### config.mk
export PLATFORM = sky130hd
export DESIGN_NAME = seg_scan_ctrl
export DESIGN_NICKNAME = d
export VERILOG_FILES = /design/src/rtl/seg_pkg.sv /design/src/rtl/hex_to_seg.sv /design/src/rtl/seg_scan_ctrl.sv
export SDC_FILE = /design/constraint.sdc
export NUM_CORES = 1
export LEC_CHECK = 0
export CAP_MARGIN = 0
export CORE_MARGIN = 2
export CORE_UTILIZATION = 55
export CTS_CLUSTER_SIZE = 28
export DETAILED_ROUTE_END_ITERATION = 16
export GPL_TIMING_DRIVEN = 0
export PLACE_DENSITY = 0.78
export SLEW_MARGIN = 20
export SYNTH_ARGS = -nofsm -noshare
export SYNTH_HDL_FRONTEND = slang
export SYNTH_SLANG_ARGS = --single-unit
### constraint.sdc
create_clock -name clk -period 3.2 [get_ports clk]
set_clock_uncertainty 0.1 [all_clocks]
set_input_delay 0.48 -clock clk [delete_from_list [all_inputs] [get_ports clk]]
set_output_delay 0.48 -clock clk [all_outputs]
set_load 0.1 [all_outputs]
### src/rtl/seg_pkg.sv
// Shared constants and types for the multiplexed 7-segment scan path.
// Segment codes are active-low: bit 0 = a ... bit 6 = g, bit 7 = dp.
package seg_pkg;

  localparam logic [7:0] SEG_OFF = 8'hFF;

  // Hex glyphs with the decimal point off.
  localparam logic [7:0] HEX_LUT [16] = '{
    8'hC0, 8'hF9, 8'hA4, 8'hB0, 8'h99, 8'h92, 8'h82, 8'hF8,
    8'h80, 8'h90, 8'h88, 8'h83, 8'hC6, 8'hA1, 8'h86, 8'h8E
  };

  typedef enum logic {
    SHOW = 1'b0,
    GAP  = 1'b1
  } scan_state_e;

endpackage

### src/rtl/hex_to_seg.sv
// Hex nibble to active-low segment pattern with decimal point merge; purely combinational.
// seg_off darkens a..g only, so a lit decimal point survives leading-zero suppression.
module hex_to_seg
  import seg_pkg::*;
(
  input  logic [3:0] hex,
  input  logic       dp_on,
  input  logic       seg_off,
  output logic [7:0] seg
);

  always_comb begin
    seg = HEX_LUT[hex];
    if (seg_off) begin
      seg[6:0] = 7'h7F;
    end
    seg[7] = ~dp_on;
  end

endmodule

### src/rtl/seg_scan_ctrl.sv
// Multiplexed 7-segment scanner with double-buffered digit load, ghost gap and blank/blink/dp masks.
// Latency: outputs are registered one cycle behind the slot state; loads show from the next frame.
// Backpressure: none; load is a fire-and-forget pulse. SEG_LZ_SUPPRESS_EN enables leading-zero suppression.
module seg_scan_ctrl
  import seg_pkg::*;
#(
  parameter int N_DIGITS     = 8,
  parameter int SCAN_DIV     = 50000,
  parameter int GAP_CYC      = 500,
  parameter int BLINK_FRAMES = 256
) (
  input  logic                  clk,
  input  logic                  rst_n,
  input  logic [4*N_DIGITS-1:0] digits,
  input  logic [N_DIGITS-1:0]   blank_mask,
  input  logic [N_DIGITS-1:0]   blink_mask,
  input  logic [N_DIGITS-1:0]   dp_mask,
  input  logic                  load,
  output logic [N_DIGITS-1:0]   chs,
  output logic [7:0]            oout,
  output logic                  frame_start
);

  localparam int CW = $clog2(SCAN_DIV);
  localparam int IW = $clog2(N_DIGITS);
  localparam int FW = (BLINK_FRAMES > 1) ? $clog2(BLINK_FRAMES) : 1;

  localparam logic [CW-1:0] CNT_LAST  = CW'(SCAN_DIV - 1);
  localparam logic [CW-1:0] GAP_START = CW'(SCAN_DIV - GAP_CYC);
  localparam logic [IW-1:0] IDX_LAST  = IW'(N_DIGITS - 1);
  localparam logic [FW-1:0] FRM_LAST  = FW'(BLINK_FRAMES - 1);

  logic [4*N_DIGITS-1:0] stg_dig, sh_dig;
  logic [N_DIGITS-1:0]   stg_blank, stg_blink, stg_dp;
  logic [N_DIGITS-1:0]   sh_blank, sh_blink, sh_dp;
  logic                  pending;
  logic                  sh_vld;

  logic [CW-1:0] cnt, cnt_nxt;
  logic [IW-1:0] idx;
  logic [FW-1:0] frm_cnt;
  logic          blink_phase;
  logic          wrap_q;
  logic          slot_end, wrap;

  scan_state_e   state, state_nxt;
  logic [N_DIGITS-1:0] chs_nxt;
  logic [7:0]    oout_nxt;
  logic [3:0]    cur_dig;
  logic [7:0]    seg_dec;
  logic          dark, suppress;

  assign slot_end = (cnt == CNT_LAST);
  assign wrap     = slot_end && (idx == IDX_LAST);
  assign cnt_nxt  = slot_end ? '0 : cnt + CW'(1);

  always_ff @(posedge clk or negedge rst_n) begin
    if (!rst_n) begin
      cnt         <= '0;
      idx         <= '0;
      frm_cnt     <= '0;
      blink_phase <= 1'b0;
      wrap_q      <= 1'b0;
    end else begin
      wrap_q <= wrap;
      cnt    <= cnt_nxt;
      if (slot_end) begin
        idx <= (idx == IDX_LAST) ? '0 : idx + IW'(1);
      end
      if (wrap) begin
        if (frm_cnt == FRM_LAST) begin
          frm_cnt     <= '0;
          blink_phase <= ~blink_phase;
        end else begin
          frm_cnt <= frm_cnt + FW'(1);
        end
      end
    end
  end

  // Staging absorbs loads at any time; shadow only changes at the frame boundary,
  // so a frame never mixes old and new digits.
  always_ff @(posedge clk or negedge rst_n) begin
    if (!rst_n) begin
      stg_dig   <= '0;
      stg_blank <= '1;
      stg_blink <= '0;
      stg_dp    <= '0;
      sh_dig    <= '0;
      sh_blank  <= '1;
      sh_blink  <= '0;
      sh_dp     <= '0;
      pending   <= 1'b0;
      sh_vld    <= 1'b0;
    end else begin
      if (load) begin
        stg_dig   <= digits;
        stg_blank <= blank_mask;
        stg_blink <= blink_mask;
        stg_dp    <= dp_mask;
      end
      if (wrap && pending) begin
        sh_dig   <= stg_dig;
        sh_blank <= stg_blank;
        sh_blink <= stg_blink;
        sh_dp    <= stg_dp;
        sh_vld   <= 1'b1;
      end
      if (load) begin
        pending <= 1'b1;
      end else if (wrap) begin
        pending <= 1'b0;
      end
    end
  end

  assign cur_dig = sh_dig[{idx, 2'b00} +: 4];
  assign dark    = sh_blank[idx] | (sh_blink[idx] & blink_phase);

`ifdef SEG_LZ_SUPPRESS_EN
  logic [N_DIGITS-1:0] lz;
  logic                zero_above;

  // A blanked digit counts as zero when deciding whether lower zeros are leading.
  always_comb begin
    lz         = '0;
    zero_above = 1'b1;
    for (int i = N_DIGITS - 1; i >= 1; i--) begin
      lz[i]      = zero_above && (sh_dig[4*i +: 4] == 4'h0);
      zero_above = zero_above && (sh_blank[i] || (sh_dig[4*i +: 4] == 4'h0));
    end
  end

  assign suppress = lz[idx];
`else
  assign suppress = 1'b0;
`endif

  hex_to_seg u_dec (
    .hex     (cur_dig),
    .dp_on   (sh_dp[idx]),
    .seg_off (suppress),
    .seg     (seg_dec)
  );

  always_ff @(posedge clk or negedge rst_n) begin
    if (!rst_n) begin
      state <= SHOW;
    end else begin
      state <= state_nxt;
    end
  end

  // Selects stay released until the first frame of loaded data reaches the shadow.
  always_comb begin
    state_nxt = state;
    chs_nxt   = '1;
    oout_nxt  = SEG_OFF;
    case (state)
      SHOW:    if ((GAP_CYC != 0) && (cnt_nxt == GAP_START)) state_nxt = GAP;
      GAP:     if (slot_end) state_nxt = SHOW;
      default: state_nxt = SHOW;
    endcase
    if ((state == SHOW) && sh_vld) begin
      chs_nxt[idx] = 1'b0;
      if (!dark) begin
        oout_nxt = seg_dec;
      end
    end
  end

  always_ff @(posedge clk or negedge rst_n) begin
    if (!rst_n) begin
      chs         <= '1;
      oout        <= SEG_OFF;
      frame_start <= 1'b0;
    end else begin
      chs         <= chs_nxt;
      oout        <= oout_nxt;
      frame_start <= wrap_q;
    end
  end

endmodule

==> summary.md <==
| Metric | Value |
|---|---|
| Maxcap violations | `0` |
| Dpl cell area | `8150 µm²` |
| CTS root buffer | `clkbuf_16` |
| Minimum clock period after layout | `3.03 ns` |
| Post-synth top area cell | `dfrtp_1` |
| Worst-path fanout max | `10` |
| Initial antenna violation count | `0` |
| Fill count | `892` |
| Synthesized area per cell | `14.1 µm²` |
| CP Launch Type | `register` |
| Endpoints failing hold | `0` |
| Initial Utilization | `56.5%` |
| Vias in the first global route | `4,611` |
| CTS Sinks | `161` |
| CP required | `3.41 ns` |
| Status | `completed` |
| Final Cycle Share | `94.5%` |
| Hold Path Class | `register to register` |
| Synth top area share | `45.1%` |
| Area of the multi-input gates | `2940 µm²` |
| Crit path buffers/inverters | `1` |
| Sequential fraction of the synthesis area | `56.8%` |
| Slew @ Worst Pin | `0.992 ns` |
| Share of post-route cells with drive strength above 1 | `33.9%` |
| R2R setup slack | `0.17 ns` |
| Largest net degree at the start of global routing | `86` |
| Worst vdd ir | `0.376 mV` |
| Yosys warnings | `0` |
| Area growth syn-to-layout | `22.1%` |
| Reg clk slew, reported paths | `0.06 ns` |
| Fmax | `0.331 GHz` |
| Synth Area in XOR/XNOR | `1.84%` |
| Die Y | `118 µm` |
| Post-synth net total | `576` |
| Register area | `4070 µm²` |
| CTS tree | `done` |
| GP Congestion | `0.853` |
| Skew-Pair Late Insertion Delay | `0.43 ns` |
| Mux share of post-synthesis cell area | `25.5%` |
| Static leakage | `0.00389 µW` |
| RSZ-0062 raised after global routing | `no` |
| Hpwl dp | `9590 µm` |
| Post-layout util | `69.0%` |
| Die area | `13,900 µm²` |
| Critical setup path kind | `register to register` |
| DRT Wirelength | `13,800 µm` |
| Fin. max-slew vios | `0` |
| Most frequent cells in the layout | `dfrtp_1 (129), mux2_2 (89), clkdlybuf4s50_1 (73)` |
| Most common cell after layout, fill and taps aside | `dfrtp_1` |
| Clock Path Buffers | `2` |
| DR WL/cell | `17.6 µm` |
| Synthesized netlist cell count | `506` |
| PwrDens | `494 nW/µm²` |
| Critical path's slowest cell | `or4b_2` |
| Post-Syn Area | `7160 µm²` |
| Compound-Gate Fraction of Synth Area | `3.25%` |
| Layout Nets | `670` |
| Slew HR | `33.7%` |
| DR vias/cell | `5.51` |
| Post-synthesis simple-gate area fraction | `8.41%` |
| CP Cell Sequence | `or4b_2 -> nor4_1 -> and2_1 -> clkbuf_1 -> mux2_2` |
| Total gr overflow | `0` |
| Fin worst setup slack | `0.175 ns` |
| TritonCTS buffer count | `17` |
| Crit path max-delay family | `simple AND/OR/NAND/NOR gates` |
| Final instance area | `8740 µm²` |
| Post-synthesis register bit count | `161` |
| # port buffers | `74` |
| Post-route DRC violation count | `0` |
| Number of diodes | `0` |
| First-pass GRT wire length | `23,200 µm` |
| Area contributors post-synth | `dfrtp_1 (45%), mux2_2 (14%), dfstp_2 (12%)` |
| Setup crit end kind | `register` |
| Vias | `4,323` |
| Io pins | `76` |
| Biggest regs | `sh_dig x32, stg_dig x32, cnt x16` |
| Placement Rows | `41` |
| Total Routing Usage GR | `21.4%` |
| Pre-CTS setup slack | `-0.336 ns` |
| Final setup viols | `0` |
| Ys flop type | `dfrtp_1` |
| Arr. time, crit path | `3.24 ns` |
| FFs w/ async S/R, synth | `100%` |
| Starting DRC count in detailed routing | `225` |
| Netlist cell types | `47` |
| Number of setup buffers added after CTS | `0` |
| H-Tree Depth | `4` |
| EDFF count, synth | `0` |
| Max stage delay on crit path | `0.68 ns` |
| Adder-cell share of the synthesized area | `1.92%` |
| Core area | `12,700 µm²` |
| First-pass DRT Iterations | `4` |
| Die width | `118 µm` |
| Post-DRT Antenna Nets | `0` |
| Min Hold Slack | `0.248 ns` |
| Main combinational cell family by area after synthesis | `multiplexers` |
power by group:
group / switching, µW / internal (µW) / leakage (µW)
Clock: 758 / 1190 / 0.000287
Combinational: 82.6 / 131 / 0.00160
Sequential: 41.6 / 2120 / 0.00201
Total: 882 / 3440 / 0.00389
stage by stage:
stage / power (µW) / TNS (ns) / std cells
after global routing: 4460 / 0 / 785
final: 4320 / 0 / 785
after detailed placement: 2410 / -1.06 / 753
after global placement: 2390 / -675.19 / 752
after CTS: 4350 / 0 / 785
after floorplan: 2260 / 0 / 506
cell usage after synthesis, types with 9 or more instances:
cell type,n
xnor2_1,10
nand2_1,26
dfrtp_1,129
mux2_2,89
nor2_1,18
inv_1,9
dfstp_2,32
nand3_1,14
mux2_4,29
mux4_2,12
mux2i_1,12
clkbuf_1,16
ha_1,11
worst paths after layout:
path / to / startpoint / cells after the start
min in group asynchronous: frm_cnt[6] / rst_n / 2
max reg2reg: idx[0] / cnt[10] / 5
min reg2reg: frame_start / wrap_q / 0
min: frame_start / wrap_q / 0
max: idx[0] / cnt[10] / 5
max in group asynchronous: stg_blank[7] / rst_n / 3
area by class of cell:
| cell class | count | share of cell area (%) |
|---|---|---|
| plain buffers | 23 | 1.43 |
| clock buffers | 27 | 5.98 |
| clock inverters | 5 | 0.572 |
| inverters | 9 | 0.386 |
| multi-input cells | 312 | 33.7 |
| flip-flops and latches | 161 | 46.5 |
| well taps | 172 | 2.46 |
| repair buffers | 76 | 8.96 |
metal layers:
metal	GRT usage [%]	wire, µm	vias to the layer above
met1	27.2	6150	2202
li1	-	-	2015
met4	7.61	233	0
met5	0	0	-
met3	4.94	543	21
met2	36.0	6890	85
kinds of logic after synthesis:
logic type      count (synthesis)
buf+inv                        33
flops                         161
mux                           142
fa+ha+maj                      11
xor+xnor                       15
compound gates                 33
simple gates                  111
worst reg2reg max path: cells and delay by family, from the launching register on:
family,cells,cell delay [ns]
muxes,1,0.40
buffers and inverters,1,0.46
and+or+nand+nor,3,1.52
DFF,1,0.43
timing repair:
action                     in CTS  in global routing
resized for setup               2                  2
hold buffers                    1                  0
setup endpoints to repair       7                  2
gates cloned                    0                  0
hold endpoints to repair       60                  0
Power figures use the tool's default switching activity.
